<file path="src/rtl/mult_div_sequencer.sv">
// Sequencer for the shared multiplier/divider: issues the op pulse, waits out the unit latency,
// writes HI/LOW and signals done. Define MULTDIV_ABORT_EN to add the abort port.
//
// state | meaning
// IDLE  | waiting for start_mult / start_div
// RUN   | op pulsed in first cycle, counting down unit latency
// WB    | hi_lo_write asserted for one cycle
// DONE  | done asserted for one cycle
// EXC   | div_zero_exc asserted for one cycle (div aborted by divide-by-zero)
module mult_div_sequencer #(
    parameter int MULT_LAT = 33,
    parameter int DIV_LAT  = 33,
    parameter int CNT_W    = 6
) (
    input  logic clk,
    input  logic reset,
    input  logic start_mult,
    input  logic start_div,
    input  logic div_by_zero,
`ifdef MULTDIV_ABORT_EN
    input  logic abort,
`endif
    output logic mult_op,
    output logic div_op,
    output logic mult_div_sel,
    output logic hi_lo_write,
    output logic busy,
    output logic done,
    output logic div_zero_exc
);

    typedef enum logic [2:0] {IDLE, RUN, WB, DONE, EXC} seqStateT;

    localparam logic [CNT_W-1:0] MULT_CNT = CNT_W'(MULT_LAT - 1);
    localparam logic [CNT_W-1:0] DIV_CNT  = CNT_W'(DIV_LAT - 1);

    seqStateT         state, nextState;
    logic [CNT_W-1:0] latCnt;
    logic             opIsDiv;
    logic             firstRun;
    logic             startAny;
    logic             abortHit;

    assign startAny = start_mult | start_div;

`ifdef MULTDIV_ABORT_EN
    assign abortHit = abort;
`else
    assign abortHit = 1'b0;
`endif

    always_ff @(posedge clk or posedge reset) begin
        if (reset) begin
            state    <= IDLE;
            latCnt   <= '0;
            opIsDiv  <= 1'b0;
            firstRun <= 1'b0;
        end else begin
            state    <= nextState;
            firstRun <= (state == IDLE) && startAny;
            if ((state == IDLE) && startAny) begin
                // mult has priority when both requests arrive together
                opIsDiv <= ~start_mult;
                latCnt  <= start_mult ? MULT_CNT : DIV_CNT;
            end else if ((state == RUN) && (latCnt != '0)) begin
                latCnt <= latCnt - 1'b1;
            end
        end
    end

    always_comb begin
        nextState = state;
        case (state)
            IDLE: begin
                if (startAny)
                    nextState = RUN;
            end
            RUN: begin
                // abort beats divide-by-zero, which beats normal completion
                if (abortHit)
                    nextState = IDLE;
                else if (opIsDiv && div_by_zero)
                    nextState = EXC;
                else if (latCnt == '0)
                    nextState = WB;
            end
            WB:      nextState = DONE;
            DONE:    nextState = IDLE;
            EXC:     nextState = IDLE;
            default: nextState = IDLE;
        endcase
    end

    assign mult_op      = (state == RUN) && firstRun && !opIsDiv;
    assign div_op       = (state == RUN) && firstRun && opIsDiv;
    assign mult_div_sel = opIsDiv;
    assign hi_lo_write  = (state == WB);
    assign busy         = (state != IDLE);
    assign done         = (state == DONE);
    assign div_zero_exc = (state == EXC);

endmodule

</file>
<file path="config.mk">
export PLATFORM = sky130hd
export DESIGN_NAME = mult_div_sequencer
export DESIGN_NICKNAME = d
export VERILOG_FILES = /design/src/rtl/mult_div_sequencer.sv
export SDC_FILE = /design/constraint.sdc
export NUM_CORES = 1
export LEC_CHECK = 0
export BUFFER_PORTS_ARGS = -buffer_cell sky130_fd_sc_hd__buf_2
export CAP_MARGIN = 20
export CORE_MARGIN = 1
export CORE_UTILIZATION = 44
export CTS_CLUSTER_DIAMETER = 200
export DETAILED_ROUTE_END_ITERATION = 7
export PLACE_DENSITY_LB_ADDON = 0.08
export SLEW_MARGIN = 20
export SYNTH_ARGS = -nofsm -noshare
export SYNTH_HDL_FRONTEND = slang
export SYNTH_SLANG_ARGS = --single-unit
</file>
<file path="constraint.sdc">
create_clock -name clk -period 2.3 [get_ports clk]
set_clock_uncertainty 0.2 [all_clocks]
set_input_delay 0.23 -clock clk [delete_from_list [all_inputs] [get_ports clk]]
set_output_delay 0.23 -clock clk [all_outputs]
set_load 0.01 [all_outputs]
</file>
==> flow_metrics.env <==
export IMPL_diodes=0
export IMPL_die_x_um=40.0
export IMPL_grt_pass1_vias=405
export IMPL_yosysSeqAreaShare_pct=43.3
export IMPL_antenna_found_initial=0
export IMPL_tns_ns=0
export IMPL_worstSetupPathType="reg2out"
export IMPL_reg2regPathDepth=4
export IMPL_worst_setup_path_start_kind="flip-flop"
export IMPL_syn_cell_area_um2=636
export IMPL_clk_pin_slew_ns=0.07
export IMPL_clockRootBuffer="clkbuf_4"
export IMPL_setup_viol_count_final=0
export IMPL_yosysTopAreaCell="dfrtp_1"
export IMPL_clockBufferDepth=2
export IMPL_cts_buffers=3
export IMPL_syn_area_per_cell_um2=10.3
export IMPL_grt_pass1_wl_um=1740
export IMPL_min_period_ns=1.88
export IMPL_synthCells=62
export IMPL_place_gp_congestion=0.685
export IMPL_drv_slew=0
export IMPL_status="finished, final reports clean"
export IMPL_routed_wl_um=1160
export IMPL_n_fill_cell=119
export IMPL_hold_path_class="in2reg"
export IMPL_cp_required_ns=1.87
export IMPL_synth_edf_count=0
export IMPL_synth_most_common_cell="dfrtp_1"
export IMPL_synth_warnings=0
export IMPL_core_area_mm2=0.00132
export IMPL_dr_first_iter_drc_count=8
export IMPL_route_detailed_drc=0
export IMPL_fmax_mhz=532
export IMPL_wire_per_inst_um=12.3
export IMPL_placementRows=13
export IMPL_port_buffer_count=11
export IMPL_slew_headroom_pct=69.3
export IMPL_worst_pin_slew_ns=0.458
export IMPL_rsz0062_at_grt="false"
export IMPL_max_stage_delay_ns=0.44
export IMPL_crit_arrival_ns=1.45
export IMPL_power_density_mw_per_mm2=1340
export IMPL_cts_resized=0
export IMPL_final_area_um2=752
export IMPL_clock_sinks=11
export IMPL_slowest_stage="dfrtp_1"
export IMPL_drive_gt1_share_pct=29.1
export IMPL_vias=501
export IMPL_h_tree_depth=1
export IMPL_synthFlopType="dfrtp_1"
export IMPL_period_share_pct=81.7
export IMPL_synthDistinctLibCells=27
export IMPL_path_cells="nor3_1, inv_1, buf_2"
export IMPL_io_pins=12
export IMPL_cp_end_kind="output port"
export IMPL_totalPowerFinal_uw=1010
export IMPL_final_core_util_pct=57.1
export IMPL_path_buf_inv=2
export IMPL_path_depth=3
export IMPL_worstSkewPairLatency_ns=0.27
export IMPL_dpl_instance_area_um2=706
export IMPL_ys_ff_latch=11
export IMPL_die_y_um=40.0
export IMPL_peakVddDrop_mv=0.648
export IMPL_drv_cap=0
export IMPL_layout_nets=87
export IMPL_syn_num_nets=69
export IMPL_async_flop_share_pct=100
export IMPL_cts_tree="yes"
export IMPL_cp_max_fo=8
export IMPL_viasPerCell=5.33
export IMPL_synthTopCellsByArea="dfrtp_1 (43%), mux2i_1 (7.9%), ha_1 (3.9%), o211ai_2 (3.9%), o21ai_0 (3.9%)"
export IMPL_dr_pass1_iters=4
export IMPL_cpLargestDelayFamily="flip-flops"
export IMPL_start_util_pct=48.2
export IMPL_grt_max_degree=12
export IMPL_synthTopCellsByCount="dfrtp_1 (11), nor2_1 (6), mux2i_1 (5), o21ai_0 (5)"
export IMPL_synth_top_area_share_pct=43.3
export IMPL_finalHoldViolations=0
export IMPL_grt_usage_pct=17.2
export IMPL_p_leak_uw=0.000376
export IMPL_dp_hpwl_um=833
export IMPL_grt_overflow_total=0
export IMPL_area_growth_pct=18.3
export IMPL_dieArea_mm2=0.00160
export IMPL_post_cts_setup_buffers=0
export IMPL_ant_nets=0
export IMPL_whs_path_depth=2
## state kept, by name, summed over array words and instances (netlist names)
register	flops
mult_div_sel	1
state	3
firstRun	1
latCnt	6
## layout by cell type (no fill, tap or decap), drive strengths merged
cell type / count
buf: 12
dfrtp: 11
nor2: 7
o21ai: 6
mux2i: 5
nor3: 4
inv: 4
clkbuf: 4
o211ai: 3
nor3b: 3
and3: 2
nand2: 2
a21oi: 2
ha: 2
dlygate4sd3: 2
nand2b: 1
or3: 1
o2111ai: 1
o31ai: 1
a31o: 1
and3b: 1
o21bai: 1
nand3: 1
and4: 1
a211o: 1
## metal layers
metal / vias to the layer above / GRT usage, % / wire length [µm]
li1: 263 / - / -
met1: 221 / 22.1 / 585
met2: 13 / 25.4 / 498
met3: 4 / 5.00 / 58
met4: 0 / 10.3 / 19
met5: - / 0 / 0
## logic make-up (layout without fill, tap and decap cells)
logic type / Yosys count / after routing / share of synthesized area (%)
AOI/OAI and AO/OA: 16 / 16 / 18.5
adders and majority gates: 2 / 2 / 3.94
buffers and inverters: 5 / 22 / 4.13
DFF: 11 / 11 / 43.3
muxes: 5 / 5 / 7.87
and+or+nand+nor: 23 / 23 / 22.2
## what timing repair did
action	CTS	global route
hold buffers	2	0
endpoints found under the hold margin	12	0
endpoints found under the setup margin	0	0
## through the flow
stage          hold WS [ns]  instances  setup slack, ns
2_1_floorplan        -0.118         62            0.828
3_3_place_gp         0.0476         88            0.722
3_5_place_dp         0.0559         88            0.708
4_1_cts             0.00208         94            0.412
5_1_grt              0.0178         94            0.349
6_report            0.00753         94            0.422
## path summary, 6_finish.rpt
path | from | endpoint | slack, ns
max | state[2] | busy | 0.42
min | div_by_zero | state[2] | 0.008
max reg2reg | state[2] | latCnt[4] | 0.70
min reg2reg | latCnt[5] | latCnt[5] | 0.32
max in group asynchronous | reset | latCnt[4] | 1.30
min in group asynchronous | reset | state[1] | 0.30
## cell type report
cell class	count	area (µm²)	share of cell area, %
multi-input combinational	46	334	44.4
sequential	11	275	36.6
timing repair buffer	14	82.6	11.0
inverter	4	15.0	2.00
clock buffer	4	26.3	3.49
tap	15	18.8	2.50
## power breakdown
part / total [µW] / internal, µW / switching, µW / leakage (µW)
clock: 132 / 67.2 / 64.5 / 0.0000150
sequential: 369 / 278 / 91.8 / 0.000136
combinational: 506 / 235 / 271 / 0.000225
Note: power is estimated with default switching activity, not from simulation.
